### config.mk
export PLATFORM = sky130hd
export DESIGN_NAME = arcade_input_mapper
export DESIGN_NICKNAME = d
export VERILOG_FILES = /design/src/rtl/arcade_input_pkg.sv /design/src/rtl/arcade_input_mapper_coin_pulser.sv /design/src/rtl/arcade_input_mapper.sv
export SDC_FILE = /design/constraint.sdc
export NUM_CORES = 1
export LEC_CHECK = 0
export ABC_AREA = 1
export BUFFER_PORTS_ARGS = -buffer_cell sky130_fd_sc_hd__buf_2
export CAP_MARGIN = 25
export CORE_MARGIN = 2
export CORE_UTILIZATION = 50
export CTS_BUF_LIST = sky130_fd_sc_hd__clkbuf_8
export DETAILED_ROUTE_END_ITERATION = 10
export HOLD_SLACK_MARGIN = 0.08
export PLACE_DENSITY = 0.77
export SYNTH_ARGS = -nofsm -noshare
export SYNTH_HDL_FRONTEND = slang
export SYNTH_HIERARCHICAL = 1
export SYNTH_SLANG_ARGS = --single-unit
### constraint.sdc
create_clock -name clk_sys -period 2.15 [get_ports clk_sys]
set_input_delay 0.43 -clock clk_sys [delete_from_list [all_inputs] [get_ports clk_sys]]
set_output_delay 0.43 -clock clk_sys [all_outputs]
set_load 0.01 [all_outputs]
### src/rtl/arcade_input_pkg.sv
// Shared constants and types for the arcade input conditioning stage:
// PS/2 scancodes, joystick bit map, coin FSM states and the direction helper.
package arcade_input_pkg;

    // 9-bit codes are {extended, scancode}; direction keys only compare the low byte
    localparam logic [8:0] SC_UP         = 9'h075;
    localparam logic [8:0] SC_DOWN       = 9'h072;
    localparam logic [8:0] SC_LEFT       = 9'h06B;
    localparam logic [8:0] SC_RIGHT      = 9'h074;
    localparam logic [8:0] SC_SPACE      = 9'h029;
    localparam logic [8:0] SC_CTRL       = 9'h014;
    localparam logic [8:0] SC_START1     = 9'h005;
    localparam logic [8:0] SC_START1_ALT = 9'h016;
    localparam logic [8:0] SC_START2     = 9'h006;
    localparam logic [8:0] SC_START2_ALT = 9'h01E;
    localparam logic [8:0] SC_COIN1      = 9'h02E;
    localparam logic [8:0] SC_COIN2      = 9'h036;
    localparam logic [8:0] SC_UP2        = 9'h02D;
    localparam logic [8:0] SC_DOWN2      = 9'h02B;
    localparam logic [8:0] SC_LEFT2      = 9'h023;
    localparam logic [8:0] SC_RIGHT2     = 9'h034;
    localparam logic [8:0] SC_JUMP2      = 9'h01C;
    localparam logic [8:0] SC_TEST       = 9'h02C;

    localparam int JB_RIGHT  = 0;
    localparam int JB_LEFT   = 1;
    localparam int JB_DOWN   = 2;
    localparam int JB_UP     = 3;
    localparam int JB_JUMP   = 4;
    localparam int JB_START1 = 5;
    localparam int JB_START2 = 6;
    localparam int JB_COIN   = 7;

    typedef enum logic [1:0] {
        IDLE,
        PULSE,
        GAP
    } coin_state_t;

    typedef struct packed {
        logic up;
        logic down;
        logic left;
        logic right;
    } dir_t;

    typedef struct packed {
        dir_t dir;
        logic jump;
        logic start;
    } ctrl_t;

    typedef struct packed {
        logic up;
        logic down;
        logic left;
        logic right;
        logic space;
        logic ctrl;
        logic start1a;
        logic start1b;
        logic start2a;
        logic start2b;
        logic coin1;
        logic coin2;
        logic up2;
        logic down2;
        logic left2;
        logic right2;
        logic jump2;
        logic test;
    } key_latch_t;

    // Rotation first, then SOCD cleaning on the rotated directions.
    function automatic dir_t condition_dirs(dir_t raw, logic rot, logic clean);
        dir_t d;
        d = raw;
        if (rot) begin
            d.up    = raw.left;
            d.down  = raw.right;
            d.left  = raw.down;
            d.right = raw.up;
        end
        if (clean) begin
            if (d.up && d.down) begin
                d.up   = 1'b0;
                d.down = 1'b0;
            end
            if (d.left && d.right) begin
                d.left  = 1'b0;
                d.right = 1'b0;
            end
        end
        return d;
    endfunction

endpackage

### src/rtl/arcade_input_mapper_coin_pulser.sv
// Fixed-width coin pulse generator: a fresh request edge yields exactly PULSE
// high cycles, followed by a GAP-cycle holdoff in which requests are ignored.
module coin_pulser #(
    parameter int unsigned PULSE = 1,
    parameter int unsigned GAP   = 0
) (
    input  logic clk_sys,
    input  logic reset,
    input  logic req,
    output logic pulse
);

    localparam int unsigned MaxCnt = (PULSE > GAP) ? PULSE : GAP;
    localparam int unsigned CntW   = $clog2(MaxCnt + 1);
    localparam logic [CntW-1:0] PulseLoad = CntW'(PULSE - 1);
    localparam logic [CntW-1:0] GapLoad   = (GAP == 0) ? '0 : CntW'(GAP - 1);

    arcade_input_pkg::coin_state_t state_q, state_d;
    logic [CntW-1:0] cnt_q, cnt_d;
    logic            req_q;
    logic            rise;

    assign rise = req & ~req_q;

    always_comb begin
        state_d = state_q;
        cnt_d   = cnt_q;
        unique case (state_q)
            arcade_input_pkg::IDLE: begin
                if (rise) begin
                    state_d = arcade_input_pkg::PULSE;
                    cnt_d   = PulseLoad;
                end
            end
            arcade_input_pkg::PULSE: begin
                if (cnt_q == '0) begin
                    if (GAP == 0) begin
                        state_d = arcade_input_pkg::IDLE;
                    end else begin
                        state_d = arcade_input_pkg::GAP;
                        cnt_d   = GapLoad;
                    end
                end else begin
                    cnt_d = cnt_q - CntW'(1);
                end
            end
            arcade_input_pkg::GAP: begin
                // Edges during holdoff are dropped; req_q keeps tracking so a held
                // request cannot retrigger once the FSM is back in IDLE.
                if (cnt_q == '0) begin
                    state_d = arcade_input_pkg::IDLE;
                end else begin
                    cnt_d = cnt_q - CntW'(1);
                end
            end
            default: state_d = arcade_input_pkg::IDLE;
        endcase
    end

    always_ff @(posedge clk_sys) begin
        if (reset) begin
            state_q <= arcade_input_pkg::IDLE;
            cnt_q   <= '0;
            req_q   <= 1'b0;
        end else begin
            state_q <= state_d;
            cnt_q   <= cnt_d;
            req_q   <= req;
        end
    end

    assign pulse = (state_q == arcade_input_pkg::PULSE);

endmodule

### src/rtl/arcade_input_mapper.sv
// Player-control conditioning: PS/2 key latches merged with joysticks, screen
// rotation, SOCD cleaning and rate-limited coin pulses for both players.
module arcade_input_mapper
    import arcade_input_pkg::*;
#(
    parameter int unsigned COIN_PULSE_CYCLES = 4800000,
    parameter int unsigned COIN_GAP_CYCLES   = 2400000,
    parameter int unsigned CLEAN_SOCD        = 1,
    parameter int unsigned COIN_ON_START     = 1
) (
    input  logic        clk_sys,
    input  logic        reset,
    input  logic [10:0] ps2_key,
    input  logic [15:0] joystick_0,
    input  logic [15:0] joystick_1,
    input  logic        rotate,
    output logic        p1_up,
    output logic        p1_down,
    output logic        p1_left,
    output logic        p1_right,
    output logic        p1_jump,
    output logic        p1_start,
    output logic        p1_coin,
    output logic        p2_up,
    output logic        p2_down,
    output logic        p2_left,
    output logic        p2_right,
    output logic        p2_jump,
    output logic        p2_start,
    output logic        p2_coin,
    output logic        test
);

    logic       prev_tgl_q;
    logic       ps2_event;
    logic       pressed;
    logic [8:0] code;
    key_latch_t keys_q, keys_d;

    assign ps2_event = ps2_key[10] != prev_tgl_q;
    assign pressed   = ps2_key[9];
    assign code      = ps2_key[8:0];

    always_comb begin
        keys_d = keys_q;
        if (ps2_event) begin
            if (code[7:0] == SC_UP[7:0])    keys_d.up    = pressed;
            if (code[7:0] == SC_DOWN[7:0])  keys_d.down  = pressed;
            if (code[7:0] == SC_LEFT[7:0])  keys_d.left  = pressed;
            if (code[7:0] == SC_RIGHT[7:0]) keys_d.right = pressed;
            case (code)
                SC_SPACE:      keys_d.space   = pressed;
                SC_CTRL:       keys_d.ctrl    = pressed;
                SC_START1:     keys_d.start1a = pressed;
                SC_START1_ALT: keys_d.start1b = pressed;
                SC_START2:     keys_d.start2a = pressed;
                SC_START2_ALT: keys_d.start2b = pressed;
                SC_COIN1:      keys_d.coin1   = pressed;
                SC_COIN2:      keys_d.coin2   = pressed;
                SC_UP2:        keys_d.up2     = pressed;
                SC_DOWN2:      keys_d.down2   = pressed;
                SC_LEFT2:      keys_d.left2   = pressed;
                SC_RIGHT2:     keys_d.right2  = pressed;
                SC_JUMP2:      keys_d.jump2   = pressed;
                SC_TEST:       keys_d.test    = pressed;
                default: ;
            endcase
        end
    end

    // prev_tgl follows ps2_key[10] even in reset so no event fires on release.
    always_ff @(posedge clk_sys) begin
        prev_tgl_q <= ps2_key[10];
        if (reset) begin
            keys_q <= '0;
        end else begin
            keys_q <= keys_d;
        end
    end

    dir_t  p1_raw, p2_raw;
    logic  start1, start2;
    logic  coin_req1, coin_req2;
    ctrl_t p1_d, p1_q, p2_d, p2_q;
    logic  test_q;

    always_comb begin
        p1_raw.up    = keys_q.up    | joystick_0[JB_UP];
        p1_raw.down  = keys_q.down  | joystick_0[JB_DOWN];
        p1_raw.left  = keys_q.left  | joystick_0[JB_LEFT];
        p1_raw.right = keys_q.right | joystick_0[JB_RIGHT];
        p2_raw.up    = keys_q.up2    | joystick_1[JB_UP];
        p2_raw.down  = keys_q.down2  | joystick_1[JB_DOWN];
        p2_raw.left  = keys_q.left2  | joystick_1[JB_LEFT];
        p2_raw.right = keys_q.right2 | joystick_1[JB_RIGHT];

        start1 = keys_q.start1a | keys_q.start1b | joystick_0[JB_START1] | joystick_1[JB_START1];
        start2 = keys_q.start2a | keys_q.start2b | joystick_0[JB_START2] | joystick_1[JB_START2];

        p1_d.dir   = condition_dirs(p1_raw, rotate, CLEAN_SOCD != 0);
        p1_d.jump  = keys_q.space | keys_q.ctrl | joystick_0[JB_JUMP];
        p1_d.start = start1;
        p2_d.dir   = condition_dirs(p2_raw, rotate, CLEAN_SOCD != 0);
        p2_d.jump  = keys_q.jump2 | joystick_1[JB_JUMP];
        p2_d.start = start2;

        coin_req1 = keys_q.coin1 | joystick_0[JB_COIN] | ((COIN_ON_START != 0) & start1);
        coin_req2 = keys_q.coin2 | joystick_1[JB_COIN] | ((COIN_ON_START != 0) & start2);
    end

    always_ff @(posedge clk_sys) begin
        if (reset) begin
            p1_q   <= '0;
            p2_q   <= '0;
            test_q <= 1'b0;
        end else begin
            p1_q   <= p1_d;
            p2_q   <= p2_d;
            test_q <= keys_q.test;
        end
    end

    assign p1_up    = p1_q.dir.up;
    assign p1_down  = p1_q.dir.down;
    assign p1_left  = p1_q.dir.left;
    assign p1_right = p1_q.dir.right;
    assign p1_jump  = p1_q.jump;
    assign p1_start = p1_q.start;
    assign p2_up    = p2_q.dir.up;
    assign p2_down  = p2_q.dir.down;
    assign p2_left  = p2_q.dir.left;
    assign p2_right = p2_q.dir.right;
    assign p2_jump  = p2_q.jump;
    assign p2_start = p2_q.start;
    assign test     = test_q;

    logic unused_joy;
    assign unused_joy = ^{joystick_0[15:8], joystick_1[15:8]};

    coin_pulser #(
        .PULSE(COIN_PULSE_CYCLES),
        .GAP  (COIN_GAP_CYCLES)
    ) u_coin_p1 (
        .clk_sys(clk_sys),
        .reset  (reset),
        .req    (coin_req1),
        .pulse  (p1_coin)
    );

    coin_pulser #(
        .PULSE(COIN_PULSE_CYCLES),
        .GAP  (COIN_GAP_CYCLES)
    ) u_coin_p2 (
        .clk_sys(clk_sys),
        .reset  (reset),
        .req    (coin_req2),
        .pulse  (p2_coin)
    );

endmodule

==> results of run 1 <==
-- sequential cells by signal (all words and copies together) (netlist names), 2 cells and up --
name	count
u_coin_p1/cnt_q	23
u_coin_p2/cnt_q	23
keys_q	18
u_coin_p1/state_q	2
u_coin_p2/state_q	2
-- layout make-up --
type                            instances  area [µm²]
Clock buffer                            9       123.9
Clock inverter                          7       67.56
Fill cell                            1092        4453
Inverter                              100       375.4
Multi-Input combinational cell        632        3218
Sequential cell                        84        1682
Tap cell                              136       170.2
Timing Repair Buffer                   52       280.3
-- cells by family after synthesis --
| logic type | Yosys count | synth area share [%] |
|---|---|---|
| AO/OA/AOI/OAI | 122 | 13.89 |
| XOR/XNOR | 12 | 1.954 |
| adder cells (fa/ha/maj) | 10 | 2.327 |
| buffers and inverters | 114 | 8.888 |
| flip-flops | 84 | 31.27 |
| AND/OR/NAND/NOR | 488 | 41.67 |
-- worst max path at each step --
stage                             from                               end
4_1_cts        keys_q[10]$_SDFFE_PP0P_   u_coin_p1/cnt_q[5]$_SDFFE_PP0P_
6_report       keys_q[10]$_SDFFE_PP0P_   u_coin_p1/cnt_q[5]$_SDFFE_PP0P_
5_1_grt        keys_q[10]$_SDFFE_PP0P_  u_coin_p1/cnt_q[19]$_SDFFE_PP0P_
3_3_place_gp             joystick_0[5]   u_coin_p1/cnt_q[6]$_SDFFE_PP0P_
3_5_place_dp             joystick_1[5]   u_coin_p1/cnt_q[5]$_SDFFE_PP0P_
2_1_floorplan            joystick_0[5]  u_coin_p1/cnt_q[10]$_SDFFE_PP0P_
-- critical path, delay by kind of cell, from the launching register on --
kind,cells,cell delay [ns]
buffers and inverters,3,0.54
DFF,1,0.36
and+or+nand+nor,3,0.29
AOI/OAI and AO/OA,3,0.52
-- power breakdown --
| part | switching, mW | total [mW] | internal [mW] |
|---|---|---|---|
| Clock | 0.595 | 1.13 | 0.532 |
| Sequential | 0.153 | 1.87 | 1.71 |
| Combinational | 1.15 | 1.72 | 0.569 |
-- metal layers --
metal / share of wire (%) / up-vias / track usage (%) / routed length [µm]
met5: 0 / - / 0 / 0
met4: 1.3 / 0 / 7.967 / 153
met3: 3.8 / 10 / 4.358 / 457
met2: 47 / 94 / 36.75 / 5755
met1: 48 / 2354 / 27.87 / 5770
li1: - / 2736 / - / -
-- stage by stage --
stage               cell area [µm²]  total power [mW]  cells
floorplan                      5378             3.242    830
CTS                            5917             4.746   1020
detailed placement             5725             3.610   1004
global route                   5917             5.068   1020
finish                         5917             4.717   1020
global placement               5725             3.582   1004
-- Yosys cell counts (all sizes together) (4+ instances only) --
cell / instances
nand2: 221
nor2: 178
inv: 99
dfxtp: 84
a21oi: 78
nand3: 58
o21ai: 32
buf: 10
ha: 10
nand4: 10
xor2: 10
nor3: 9
nand3b: 8
a31oi: 6
clkbuf: 4
==> flow_summary.yaml, run 1 <==
outcome:
  outcome: "completed"
synthesis:
  synth_top_cell_area_share_pct: 31.27
  synthDominantAreaCellType: "sky130_fd_sc_hd__dfxtp_1"
  postSynthRegisterBits: 84
  synth-main-ff-cell: "sky130_fd_sc_hd__dfxtp_1"
  netlist_instances: 830
  synth_fp_nets: 886
  yosys-top-cells-area: "sky130_fd_sc_hd__dfxtp_1 31%, sky130_fd_sc_hd__nand2_1 15%, sky130_fd_sc_hd__nor2_1 10%, sky130_fd_sc_hd__inv_1 6.0%, sky130_fd_sc_hd__a21oi_1 5.1%"
  number_of_unique_standard_cell_types_used_by_synthesis: 34
  syn-cell-area_um2: 5378
  syn-mean-instance-area_um2: 6.479
  yosysWarningCount: 6
  async_reset_ff_share_pct: 0
  ys_seq_area_share_pct: 31.27
  synth_enable_flop_cells: 0
worst_setup_path:
  cp_slowest_stage_delay_ns: 0.36
  cp_data_required_time_ns: 2.40
  crit_type: "flop to flop"
  startpoint_type: "flop"
  setup.reg_to_reg.worst_slack_ns: 0.33
  cpMostUsedCell: "sky130_fd_sc_hd__inv_2"
  endpoint_kind: "flop"
  regToRegEndpoint: "u_coin_p1/cnt_q[5]$_SDFFE_PP0P_"
  crit_slowest_cell: "sky130_fd_sc_hd__dfxtp_1"
  critical_path.cell_chain: "nor4_1 > nand2_1 > inv_1 > o21ai_0 > o21ai_1 > inv_2 > nand3_2 > inv_2 > a31oi_2"
  reg2regPathDepth: 9
  critPathArrivalTime_ns: 2.08
  reg2reg_from: "keys_q[10]$_SDFFE_PP0P_"
  worstPathMaxFanout: 13
worst_hold_path:
  hold_end: "prev_tgl_q$_DFF_P_"
  holdCritPathClass: "input port to flop"
  worstHoldPathCells: 1
  holdCritStartpoint: "ps2_key[10]"
sta:
  fin_crit_ns: 1.824
  finalHoldViolations: 0
  timing.setup.tns_ns: 0
  fin_worst_skew_ns: 0.009975
  finalHoldWorstSlack_ns: 0.2028
  unrepaired_setup_endpoints_after_global_routing: "false"
  count_of_final_max_slew_check_failures: 0
  final-setup-viol-count: 0
  period_share_pct: 84.84
  setup_slack_ns: 0.3260
  worst-slew-pin-transition_ns: 0.6960
  slew-limit-headroom_pct: 53.31
  maxClockFrequency_mhz: 548.2
detailed_routing:
  detail_route.vias_per_cell: 5.092
  remaining_drc_errors: 0
  detailedRoute.firstIterationViolations: 343
  detail-route-antenna-nets: 0
  wl_per_cell_um: 11.90
  detailedRoute.firstPassIterationCount: 7
  wirelength_um: 12140
  overall_via_count_from_detail_route: 5194
die:
  ioPinCount: 61
  floorplan.core_area_um2: 10370
  fp.dieArea_um2: 11600
  floorplan.initialDensity_pct: 51.86
  die_width_um: 107.7
  die_height_um: 107.7
  fp-row-count: 37
power:
  power_density_nw_per_um2: 797.2
  vdd_ir_drop_max_uv: 549.2
  leakage_power_summed_over_all_cells_nw: 2.758
cells_and_area:
  syn_to_final_growth_pct: 10.03
  most-common-layout-cells: "209 x sky130_fd_sc_hd__nand2_1, 144 x sky130_fd_sc_hd__nor2_1, 87 x sky130_fd_sc_hd__inv_1"
  drive_gt1_share_pct: 18.33
  layout.cells.most_common: "sky130_fd_sc_hd__nand2_1"
  fin_util_pct: 57.06
  fin_nets: 935
  diodes: 0
placed_design:
  hpwl_um: 9061
  gp_congestion: 0.9670
  pre_cts_ws_ns: 0.1698
  place.port_buffers: 44
clock_network:
  cts.sink_count: 84
  clock_pin_slew_of_the_registers_on_the_worst_case_setup_and_hold_paths_ns: 0.09
  clock_buffer_depth: 2
  cts-htree-levels: 3
  cts_hold_buffers: 0
  clockRootBuffer: "sky130_fd_sc_hd__clkbuf_8"
  ctsResizeCount: 0
  cts-buffers-inserted: 9
  worstSkewPairLatency_ns: 0.37
  cts_tree: "yes"
  postCtsSetupRepairBufs: 0
global_routing:
  grt_max_degree: 27
  globalRouteOverflowTotal: 0
  first_global_vias: 4579
  antenna_found_initial: 0
  global_route_wire_length_before_repair_um: 20410
  total_track_usage_pct: 21.94
flow_run:
  max_cap_violations: 0
No activity file was read; power rests on OpenSTA's default activity.
==> inputs of run 2 (changes only) <==
clock period = 1.7 ns   (was 2.15 ns; I/O delays follow)
==> run 2 against run 1 <==
Routed wire length is 6.4% higher; highest routed layer unchanged; sequential cell count unchanged; global-route usage is 0.98 points higher; combinational power up 50%; count of clock-buffer cells in the layout up 1.
==> flow_summary.yaml, run 2 (synthesized netlist as in run 1, its figures left out) <==
die:
  floorplan.initialDensity_pct: 51.86
  floorplan.core_area_um2: 10370
  die_height_um: 107.7
  die_width_um: 107.7
  fp-row-count: 37
  fp.dieArea_um2: 11600
  ioPinCount: 61
cells_and_area:
  syn_to_final_growth_pct: 20.68
  final-seq-area_um2: 1692
  fin_nets: 976
  reg_top3: "u_coin_p1/cnt_q x23, u_coin_p2/cnt_q x23, keys_q x18"
  fill_cells: 966
  multi_input_area_um2: 3381
  diodes: 0
  fin_util_pct: 62.58
  drive_gt1_share_pct: 26.49
  layout.cells.most_common: "sky130_fd_sc_hd__nand2_1"
  most-common-layout-cells: "205 x sky130_fd_sc_hd__nand2_1, 139 x sky130_fd_sc_hd__nor2_1, 76 x sky130_fd_sc_hd__inv_1, 76 x sky130_fd_sc_hd__dfxtp_1, 54 x sky130_fd_sc_hd__nand3_1"
detailed_routing:
  wl_per_cell_um: 12.17
  remaining_drc_errors: 0
  detailedRoute.firstIterationViolations: 254
  wirelength_um: 12910
  detail-route-antenna-nets: 0
  overall_via_count_from_detail_route: 5377
  detail_route.vias_per_cell: 5.068
  detailedRoute.firstPassIterationCount: 5
sta:
  unrepaired_setup_endpoints_after_global_routing: "true"
  finalHoldWorstSlack_ns: 0.1101
  final-setup-viol-count: 0
  slew-limit-headroom_pct: 63.15
  maxClockFrequency_mhz: 610.7
  worst-slew-pin-transition_ns: 0.5522
  fin_worst_skew_ns: 0.007009
  fin_crit_ns: 1.637
  period_share_pct: 96.32
  finalHoldViolations: 0
  count_of_final_max_slew_check_failures: 0
clock_network:
  worstSkewPairLatency_ns: 0.38
  clock_buffer_depth: 2
  cts_hold_buffers: 0
  clock_pin_slew_of_the_registers_on_the_worst_case_setup_and_hold_paths_ns: 0.09
  cts-buffers-inserted: 9
  clockRootBuffer: "sky130_fd_sc_hd__clkbuf_8"
  cts.sink_count: 84
  cts-htree-levels: 3
  cts_tree: "yes"
power:
  vdd_ir_drop_max_uv: 687.8
  power_density_nw_per_um2: 994.5
  leakage_power_summed_over_all_cells_nw: 2.998
  power_mw: 6.455
worst_hold_path:
  holdCritPathClass: "input port to flop"
worst_setup_path:
  critical_path.cell_chain: "inv_2 > ha_4 > nand3_4 > nor2_4 > nand4_4 > nand3_4 > buf_6 > nor2_4 > nand2_1 > a21oi_2"
  cp_slowest_stage_delay_ns: 0.33
  startpoint_type: "flop"
  critPathArrivalTime_ns: 1.91
  worstPathMaxFanout: 3
  endpoint_kind: "flop"
  crit_type: "flop to flop"
  crit_slowest_cell: "sky130_fd_sc_hd__dfxtp_2"
  cp_data_required_time_ns: 1.97
global_routing:
  first_global_vias: 4894
  globalRouteOverflowTotal: 0
  global_route_wire_length_before_repair_um: 21480
  total_track_usage_pct: 22.92
  grt_max_degree: 27
  antenna_found_initial: 0
placed_design:
  place.port_buffers: 44
  hpwl_um: 9368
  gp_congestion: 0.9495
outcome:
  outcome: "completed"
flow_run:
  max_cap_violations: 0
run 2: cell types whose count changed in the layout (fill, tap and decap cells not counted), sizes merged:
cell,change
inv,-1
buf,+40
clkbuf,+2
run 2: cell type report:
class / count / area share (%)
repair buffers: 93 / 10.01
flip-flops and latches: 84 / 26.07
multi-input cells: 632 / 52.09
clock inverters: 6 / 1.099
well taps: 136 / 2.622
inverters: 100 / 5.996
clock buffers: 10 / 2.121
run 2: repair_timing:
| item | in CTS | in global routing |
|---|---|---|
| endpoints found under the setup margin | 40 | 49 |
| gates resized for setup | 12 | 52 |
| setup buffers | 2 | 3 |
| pin swaps | 1 | 16 |
| cloned | 0 | 1 |
run 2: critical path: cells and delay by family, from the launching register on:
kind,cells,cell delay (ns)
AND/OR/NAND/NOR,6,0.77
buffers and inverters,2,0.21
AO/OA/AOI/OAI,1,0.05
adder cells (fa/ha/maj),1,0.16
flip-flops,1,0.33
run 2: path summary, 6_finish.rpt:
path | slack (ns) | depth (start not counted) | startpoint | endpoint
worst min-delay path | 0.11 | 1 | ps2_key[10] | prev_tgl_q$_DFF_P_
worst min register to register | 0.46 | 2 | keys_q[0]$_SDFFE_PP0P_ | test$_SDFF_PP0_
worst max-delay path | 0.06 | 10 | u_coin_p1/cnt_q[1]$_SDFFE_PP0P_ | u_coin_p1/cnt_q[15]$_SDFFE_PP0P_
worst max register to register | 0.06 | 10 | u_coin_p1/cnt_q[1]$_SDFFE_PP0P_ | u_coin_p1/cnt_q[15]$_SDFFE_PP0P_
run 2: power breakdown:
part	internal, mW	switching (mW)	total (mW)	leakage [nW]
Combinational	0.962	1.61	2.58	2.20
Sequential	2.17	0.194	2.36	0.694
Clock	0.734	0.781	1.51	0.105
run 2: per-layer routing:
metal	vias to the layer above	GRT usage [%]	share of wire, %
met5	-	0	0
met4	0	8.883	1.7
li1	2827	-	-
met3	17	4.903	4.5
met2	92	39.04	48
met1	2441	28.15	46
run 2: stage by stage:
step | instance area (µm²) | setup slack, ns | setup TNS, ns | std cells
detailed placement | 6001 | -0.1625 | -4.015 | 1039
global route | 6490 | -0.02862 | -0.08312 | 1061
finish | 6490 | 0.06256 | 0 | 1061
floorplan | 5378 | 0.04814 | 0 | 830
CTS | 6265 | 0.01248 | 0 | 1057
global placement | 6001 | -0.1344 | -3.613 | 1039
